[src/rtl/ifft_4pt_seq.sv]
`default_nettype none
// ============================================================================
// Module      : ifft_4pt_seq
// Description : Sequential 4-point inverse DFT on IEEE-754 binary32 complex
//               samples. Collects four frequency-domain samples, runs two
//               radix-2 butterfly stages on a shared bank of four complex
//               adders, scales by 1/4 and streams four time-domain samples.
// Ports       : clk, rst_n            - clock, async active-low reset
//               in_valid/in_ready     - input handshake, in_re/in_im data
//               out_valid/out_ready   - output handshake, out_re/out_im data
//               out_idx               - time index n of the presented sample
//               exc                   - frame contained an exponent-FF input
// Revision    : 1.0 - initial release
// ============================================================================
module ifft_4pt_seq (
    input  logic        clk,
    input  logic        rst_n,
    input  logic        in_valid,
    output logic        in_ready,
    input  logic [31:0] in_re,
    input  logic [31:0] in_im,
    output logic        out_valid,
    input  logic        out_ready,
    output logic [31:0] out_re,
    output logic [31:0] out_im,
    output logic [1:0]  out_idx,
    output logic        exc
);

    typedef enum logic [1:0] {
        LOAD = 2'd0,
        S1   = 2'd1,
        S2   = 2'd2,
        OUT  = 2'd3
    } state_t;

    state_t      r_state;
    state_t      w_state_nxt;
    logic [1:0]  r_cnt;
    logic [1:0]  r_idx;
    logic        r_exc;
    // Single sample bank: holds X0..X3, then a,b,c,d, then x0..x3.
    logic [31:0] r_re [4];
    logic [31:0] r_im [4];
    logic [31:0] w_sum_re [4];
    logic [31:0] w_sum_im [4];
    logic [31:0] w_q_re;
    logic [31:0] w_q_im;
    logic        w_accept;
    logic        w_xfer;
    logic        w_in_exc;

    // Binary32 add, round toward zero, denormals flushed, exact zero -> +0,
    // any exponent-FF operand -> +0, overflow saturates to max finite.
    function automatic logic [31:0] fp_add(input logic [31:0] a, input logic [31:0] b);
        logic [31:0]       big, sml, res;
        logic [7:0]        d;
        logic [4:0]        sh_amt, lz;
        logic [26:0]       m_big, m_sml, m_res, diff;
        logic [53:0]       sh;
        logic [27:0]       sum;
        logic signed [9:0] e_res;
        big = a; sml = b; res = '0; d = '0; sh_amt = '0; lz = '0;
        m_big = '0; m_sml = '0; m_res = '0; diff = '0; sh = '0; sum = '0; e_res = '0;
        if (a[30:23] == 8'hFF || b[30:23] == 8'hFF) begin
            res = '0;
        end else if (a[30:23] == 8'h00 && b[30:23] == 8'h00) begin
            res = '0;
        end else if (a[30:23] == 8'h00) begin
            res = b;
        end else if (b[30:23] == 8'h00) begin
            res = a;
        end else begin
            if (a[30:0] < b[30:0]) begin
                big = b;
                sml = a;
            end
            d      = big[30:23] - sml[30:23];
            sh_amt = (d > 8'd27) ? 5'd27 : d[4:0];
            // Three guard bits; everything shifted further folds into a sticky
            // LSB so truncation after subtraction stays exact.
            m_big  = {1'b1, big[22:0], 3'b000};
            sh     = {1'b1, sml[22:0], 3'b000, 27'd0} >> sh_amt;
            m_sml  = {sh[53:28], sh[27] | (|sh[26:0])};
            if (big[31] == sml[31]) begin
                sum = {1'b0, m_big} + {1'b0, m_sml};
                if (sum[27]) begin
                    m_res = {sum[27:2], sum[1] | sum[0]};
                    e_res = $signed({2'b00, big[30:23]}) + 10'sd1;
                end else begin
                    m_res = sum[26:0];
                    e_res = $signed({2'b00, big[30:23]});
                end
            end else begin
                diff = m_big - m_sml;
                for (int i = 0; i < 27; i++) begin
                    if (diff[i]) lz = 5'(26 - i);
                end
                m_res = diff << lz;
                e_res = $signed({2'b00, big[30:23]}) - $signed({5'b00000, lz});
                if (diff == '0) e_res = '0;
            end
            if (e_res >= 10'sd255)
                res = {big[31], 8'hFE, 23'h7FFFFF};
            else if (e_res <= 10'sd0)
                res = '0;
            else
                res = {big[31], e_res[7:0], m_res[25:3]};
        end
        return res;
    endfunction

    // Divide by 4 through the exponent; anything that would go subnormal is zero.
    function automatic logic [31:0] fp_quarter(input logic [31:0] x);
        logic [31:0] res;
        if (x[30:23] <= 8'd2)
            res = '0;
        else
            res = {x[31], x[30:23] - 8'd2, x[22:0]};
        return res;
    endfunction

    function automatic logic [31:0] fp_neg(input logic [31:0] x);
        return {~x[31], x[30:0]};
    endfunction

    assign w_accept = in_valid && (r_state == LOAD);
    assign w_xfer   = out_ready && (r_state == OUT);
    assign w_in_exc = (in_re[30:23] == 8'hFF) || (in_im[30:23] == 8'hFF);
    assign out_idx  = r_idx;
    assign exc      = r_exc;

    // Shared adders. Slots 0/1 always combine entries 0 and 2; slots 2/3
    // combine entry 1 with entry 3, which in S2 is d rotated to j*d.
    always_comb begin
        w_q_re = r_re[3];
        w_q_im = r_im[3];
        if (r_state == S2) begin
            w_q_re = fp_neg(r_im[3]);
            w_q_im = r_re[3];
        end
        w_sum_re[0] = fp_add(r_re[0], r_re[2]);
        w_sum_im[0] = fp_add(r_im[0], r_im[2]);
        w_sum_re[1] = fp_add(r_re[0], fp_neg(r_re[2]));
        w_sum_im[1] = fp_add(r_im[0], fp_neg(r_im[2]));
        w_sum_re[2] = fp_add(r_re[1], w_q_re);
        w_sum_im[2] = fp_add(r_im[1], w_q_im);
        w_sum_re[3] = fp_add(r_re[1], fp_neg(w_q_re));
        w_sum_im[3] = fp_add(r_im[1], fp_neg(w_q_im));
    end

    always_ff @(posedge clk or negedge rst_n) begin
        if (!rst_n)
            r_state <= LOAD;
        else
            r_state <= w_state_nxt;
    end

    always_comb begin
        w_state_nxt = r_state;
        in_ready    = 1'b0;
        out_valid   = 1'b0;
        out_re      = '0;
        out_im      = '0;
        case (r_state)
            LOAD: begin
                in_ready = 1'b1;
                if (in_valid && r_cnt == 2'd3) w_state_nxt = S1;
            end
            S1:   w_state_nxt = S2;
            S2:   w_state_nxt = OUT;
            OUT: begin
                out_valid = 1'b1;
                out_re    = r_re[r_idx];
                out_im    = r_im[r_idx];
                if (out_ready && r_idx == 2'd3) w_state_nxt = LOAD;
            end
            default: w_state_nxt = LOAD;
        endcase
    end

    always_ff @(posedge clk or negedge rst_n) begin
        if (!rst_n) begin
            r_cnt <= '0;
            r_idx <= '0;
            r_exc <= 1'b0;
            for (int i = 0; i < 4; i++) begin
                r_re[i] <= '0;
                r_im[i] <= '0;
            end
        end else begin
            case (r_state)
                LOAD: begin
                    if (w_accept) begin
                        r_re[r_cnt] <= in_re;
                        r_im[r_cnt] <= in_im;
                        r_cnt       <= r_cnt + 2'd1;
                        r_exc       <= ((r_cnt == 2'd0) ? 1'b0 : r_exc) | w_in_exc;
                    end
                end
                S1: begin
                    // a, b, c, d land in entries 0..3
                    for (int i = 0; i < 4; i++) begin
                        r_re[i] <= w_sum_re[i];
                        r_im[i] <= w_sum_im[i];
                    end
                end
                S2: begin
                    // slot order is x0, x2, x1, x3; store in natural order
                    r_re[0] <= fp_quarter(w_sum_re[0]);
                    r_im[0] <= fp_quarter(w_sum_im[0]);
                    r_re[2] <= fp_quarter(w_sum_re[1]);
                    r_im[2] <= fp_quarter(w_sum_im[1]);
                    r_re[1] <= fp_quarter(w_sum_re[2]);
                    r_im[1] <= fp_quarter(w_sum_im[2]);
                    r_re[3] <= fp_quarter(w_sum_re[3]);
                    r_im[3] <= fp_quarter(w_sum_im[3]);
                end
                OUT: begin
                    if (w_xfer) begin
                        r_idx <= r_idx + 2'd1;
                        if (r_idx == 2'd3) r_cnt <= '0;
                    end
                end
                default: ;
            endcase
        end
    end

endmodule
`default_nettype wire

[config.mk]
export PLATFORM = sky130hd
export DESIGN_NAME = ifft_4pt_seq
export DESIGN_NICKNAME = d
export VERILOG_FILES = /design/src/rtl/ifft_4pt_seq.sv
export SDC_FILE = /design/constraint.sdc
export NUM_CORES = 2
export LEC_CHECK = 0
export ABC_AREA = 0
export CAP_MARGIN = 20
export CORE_MARGIN = 4
export CORE_UTILIZATION = 34
export CTS_CLUSTER_DIAMETER = 150
export DETAILED_ROUTE_END_ITERATION = 8
export SLEW_MARGIN = 10
export SYNTH_ARGS = -nofsm -noshare
export SYNTH_HDL_FRONTEND = slang
export SYNTH_SLANG_ARGS = --single-unit
[constraint.sdc]
create_clock -name clk -period 25.9 [get_ports clk]
set_clock_uncertainty 0.15 [all_clocks]
set_input_delay 5.18 -clock clk [delete_from_list [all_inputs] [get_ports clk]]
set_output_delay 5.18 -clock clk [all_outputs]
set_load 0.005 [all_outputs]
Word level (Yosys, flattened, before mapping)
Index checks and enable logic that the tools add are counted.
{ "totals": {"input_bits": 68, "out_inout_bits": 69, "elab_cells": 716, "reg_bits": 263} }
{ "classes": {"order_cmp": 39, "addsub": 50, "n_shift": 16, "eq_ne": 28, "bitwise_logic": 24, "n_reduce_logical": 47, "muxes": 500} }
{ "op_table": {"columns": ["operator", "n"], "rows": [
  ["$mux W32", 145],
  ["$mux W5", 264],
  ["$pmux W128 S3", 2],
  ["$mux W10", 48],
  ["$shr A54 B5 Y54", 8],
  ["$mux W26", 16],
  ["$bwmux W128", 2],
  ["$mux W128", 2],
  ["$add A27 B27 Y28", 8],
  ["$logic_not A27 Y1", 8],
  ["$reduce_or A27 Y1", 8],
  ["$shl A27 B5 Y26", 8],
  ["$sub A27 B27 Y27", 8],
  ["$bmux W32 S2", 2],
  ["$lt A31 B31 Y1", 4],
  ["$eq A8 B8 Y1 const B", 10],
  ["$ge A10 B9 Y1 const B", 8],
  ["$le A10 B1 Y1 const B", 8],
  ["$add A8 B1 Y9 const B", 8],
  ["$mux W9", 8],
  ["$sub A8 B5 Y9", 8],
  ["$demux W32 S2", 1],
  ["$gt A8 B5 Y1 const B", 8],
  ["$le A8 B2 Y1 const B", 8],
  ["25 further kinds", 104]
]} }

Logic depth before layout (Yosys ltp)
{ "depth": {"depth_word": 64, "mapped_depth": 83, "ltp_nobuf": 70} }

Least setup slack after synthesis
OpenSTA, ideal clock, no wires.
{ "synth_timing": {"kind": "register to register", "start": "register r_state[0]", "end": "register with a tool-made name", "arrival_ns": 15.960, "setup_time_ns": 0.065, "n_path_buf": 16, "stages_incl_launch_ff": 75, "synth_period_minus_slack_ns": 16.175, "t_required_ns": 25.685, "path_slack_ns": 9.725, "path_cell_list": "dfrtp_1 -> inv_1 -> ha_1 -> buf_2 -> buf_1 -> buf_1 -> mux2i_1 -> ha_1 -> and4_1 -> a2111oi_1 -> nor2_1 -> o311ai_0 -> nand3_1 -> buf_2 -> buf_2 -> buf_2 -> buf_2 -> clkbuf_1 -> [... 39 more ...] -> a21o_1 -> a21oi_1 -> inv_1 -> a21oi_1 -> nand2_1 -> xnor2_1 -> or3_1 -> o21ai_0 -> nand3_1 -> a2111oi_0 -> a211oi_2 -> a21boi_0 -> a211oi_1 -> a21oi_1 -> clkbuf_1 -> o21ai_0 -> o2111ai_1 -> o221a_2"} }
{ "synth_lines": {"columns": ["element", "line_no", "source"], "rows": [
  ["from (decl)", "37", "state_t r_state;"],
  ["from (signal assigned)", "156", "r_state <= w_state_nxt;"]
]} }

==> reports/results.txt <==
Delay of the slowest cell on the worst path: 0.95 ns
RD Place Congestion: 1.047
Fin. Hold Viols: 0
Worst setup startpoint: r_state[0]$_DFFE_PN0P_
Worst-path fanout max: 56
Hold_ws: 0.4243 ns
Path depth of the worst reg2reg path: 56
Number of clock buffers inserted by TritonCTS: 28
Horizontal die dimension: 452.3 um
Cts repair resizes: 0
Max-cap violations: 0
Vias per std cell: 6.938
Required time of the critical path: 26.29 ns
Std cell rows: 162
Type of the worst setup path: flip-flop to flip-flop
Worst path most repeated cell: nor2_1
H-Tree Level Count: 1
Cell class contributing the biggest share of worst-path delay: simple AND/OR/NAND/NOR gates
Area delta synth->final: 7.507%
Shortest clock period the worst path allows after layout: 19.93 ns
Slowest library cell on the worst path: clkinv_1
DRC violation count after routing: 0
IO Port Bufs: 136
Number of buffers added for setup after CTS: 0
Antenna violation net count after detailed routing: 0
Via count: 85450
Max Buffers Root-to-Sink: 3
Top Ports: 137
Starting density of the core: 34.31%
Synthesis-stage register bit count: 263
Fmax: 50.18 MHz
Placeable core region: 195600 sq um
Status: complete, no violations
Endpoint type of the worst setup path: flip-flop
Number of unique standard cell types used by synthesis: 150
Post-synthesis instance area: 67110 sq um
Die ar.: 204500 sq um
Master cell of the clock root buffer: clkbuf_16
Post-DR wirelength/cell: 31.61 um
First-iteration detailed-routing DRC count: 13760
Path class of the lowest-slack min-delay path: flip-flop to flip-flop
Sequential element share of the synthesized area: 9.807%
Top FF cell, synth: dfrtp_1
Cts-stage hold buffer count: 0
Sort of element at the start of the critical path: flip-flop
Cell type with the highest aggregate area in the netlist: dfrtp_1
CP Depth: 56
Worst Setup Slack post-DPL: 6.561 ns
Share of Yosys cell area claimed by the top area cell type: 9.807%
Filler cell count in the final layout: 21020
Antenna violations before repair: 20
Minimum setup slack among reg-to-reg paths: 5.97 ns
Die height: 452.3 um
Reg-to-reg startpoint: r_state[0]$_DFFE_PN0P_
Via count of the first global-routing pass: 77280
Synthesized area per cell: 6.757 sq um
Post-layout worst setup margin: 5.971 ns
Number of detailed-routing iterations run before antenna repair: 9
Maximum number of pins on one net before global-route repair: 99
Number of max-slew violations in the final report: 0
Post-synthesis cell count: 9931
Fraction of the cycle the final worst path needs: 76.94%
Worst relative slew slack: 19.76%
Total buffers and inverters traversed by the critical path: 6
Clk_lat worst skew: 0.61 ns
Number of warning messages in the yosys log: 0
Routed Wire Length: 389400 um
Layout cells sized above 1: 8.196%
Overflow after GRT: 0
Share of flip-flops with an asynchronous set or reset after synthesis: 100.0%
Number of synthesized flops with an enable pin: 0
Arrival time of data at the critical path endpoint: 20.31 ns
Clock transition at the registers of the reported paths: 0.07 ns
Number of setup violations in the final report: 0
Largest cells by area after synthesis: dfrtp_1 (9.8%), a21oi_1 (7.1%), ha_1 (6.9%)
Overall Global Routing Usage: 35.88%
Net total in the final layout: 10100
Wire length of the first global-routing pass: 559800 um
DP HPWL: 306800 um
Setup TNS: 0 ns
RSZ-0062 raised after global routing: false
Actual slew at the worst max-slew pin: 1.194 ns
Nets in the synthesized netlist: 10380
CTS tree: done
Clock sink count: 263
## area by class of cell
cell class,instances,area [sq um],area share [%]
inverters,421,1583,2.194
flip-flops and latches,263,6589,9.133
multi-input cells,8552,56430,78.22
clock buffers,38,829.5,1.150
clock inverters,12,120.1,0.1665
well taps,2624,3283,4.551
repair buffers,390,3266,4.527
diodes,17,42.54,0.05897
## through the flow
stage               cell area, sq um  util [%]  std cells
floorplan                      67110         -       9931
global placement               71110     36.36      12240
detailed placement             71120     36.36      12250
CTS                            72070     36.85      12300
global route                   72130     36.87      12310
finish                         72140     36.88      12320
## cell families after synthesis
logic type                 share of synthesized area (%)
muxes                                              9.537
DFF                                                9.807
and+or+nand+nor                                    24.89
buffers and inverters                              6.669
xor gates and xnor gates                           3.716
AOI/OAI and AO/OA                                  38.28
adders and majority gates                          7.100
## cells in the mapped netlist (29+ instances only)
cell       number
o31a_1         32
ha_1          368
clkbuf_1      512
nor3_1        276
a221oi_1      130
and3_1         96
a21oi_1       956
o211ai_1      158
and2_1        134
nand4_1        93
inv_1         398
xor2_1         62
a2111oi_0      44
a22oi_1        81
o31ai_1        94
nor2b_1        58
o2111ai_1      40
o21ai_0       773
o21ai_1        56
mux4_2         81
nor4_1         98
o21bai_1       79
o21a_1         62
mux2_2        106
a311oi_1       36
a221o_1        29
a31oi_1       168
nand2_1      1038
nor2_1       1097
a211oi_1      135
o22ai_1       163
or3_1          74
o221ai_1       76
dfrtp_1       263
buf_1          54
a211o_1        56
a21o_1        141
or2_2          52
mux2i_1       327
a2bb2oi_1      33
buf_2          98
nand3_1       266
a21boi_0       41
xnor2_1       219
nand2b_1       96
## tightest hold or removal path, delay by kind of cell, from the launching register on
| family | cells | cell delay (ns) |
|---|---|---|
| AO/OA/AOI/OAI | 1 | 0.07 |
| AND/OR/NAND/NOR | 1 | 0.06 |
| flip-flops | 1 | 0.41 |
## layer usage
metal | part of all wire (%) | vias up | track usage [%] | wire length (um)
li1 | - | 36990 | - | -
met1 | 40 | 41140 | 48.08 | 154500
met2 | 42 | 6246 | 53.09 | 161900
met3 | 11 | 1069 | 6.964 | 44530
met4 | 7.3 | 4 | 21.59 | 28440
met5 | 0.0059 | - | 0 | 23
## worst min path at each step
| stage | startpoint | endpoint | slack (ns) | depth (start not counted) |
|---|---|---|---|---|
| finish | r_cnt[1]$_DFFE_PN0P_ | r_cnt[1]$_DFFE_PN0P_ | 0.42 | 2 |
| global route | r_cnt[1]$_DFFE_PN0P_ | r_cnt[1]$_DFFE_PN0P_ | 0.50 | 2 |
| floorplan | exc$_DFFE_PN0P_ | exc$_DFFE_PN0P_ | 0.32 | 2 |
| detailed placement | r_cnt[1]$_DFFE_PN0P_ | r_cnt[1]$_DFFE_PN0P_ | 0.39 | 2 |
| global placement | r_cnt[1]$_DFFE_PN0P_ | r_cnt[1]$_DFFE_PN0P_ | 0.38 | 2 |
| CTS | r_cnt[1]$_DFFE_PN0P_ | r_cnt[1]$_DFFE_PN0P_ | 0.41 | 2 |
## placed cells by master (no fill, tap or decap), types with 40 or more instances in the layout
cell,netlist,layout
xor2_1,62,57
nand3_1,266,265
or2_2,52,52
o21a_1,62,61
o21ai_0,773,769
nor3_1,276,273
a21o_1,141,140
a31oi_1,168,167
o221ai_1,76,76
buf_4,19,249
and2_1,134,133
mux2i_1,327,325
o21ai_1,56,55
nand4_1,93,93
inv_1,398,398
nor4_1,98,98
nor2b_1,58,54
o2111ai_1,40,40
mux4_2,81,81
nor2_1,1097,1090
nand2b_1,96,96
and3_1,96,96
o22ai_1,163,163
a21oi_1,956,954
nand2_1,1038,1037
xnor2_1,219,214
dfrtp_1,263,261
ha_1,368,360
a22oi_1,81,81
o21bai_1,79,79
clkdlybuf4s50_1,0,135
a211oi_1,135,134
a211o_1,56,56
a221oi_1,130,130
o31ai_1,94,94
o211ai_1,158,158
or3_1,74,74
a21boi_0,41,41
a2111oi_0,44,40
mux2_2,106,106
Power is left out: the tool's default activity adds up to more than one toggle a clock period on the data nets, which glitch-free logic cannot reach.
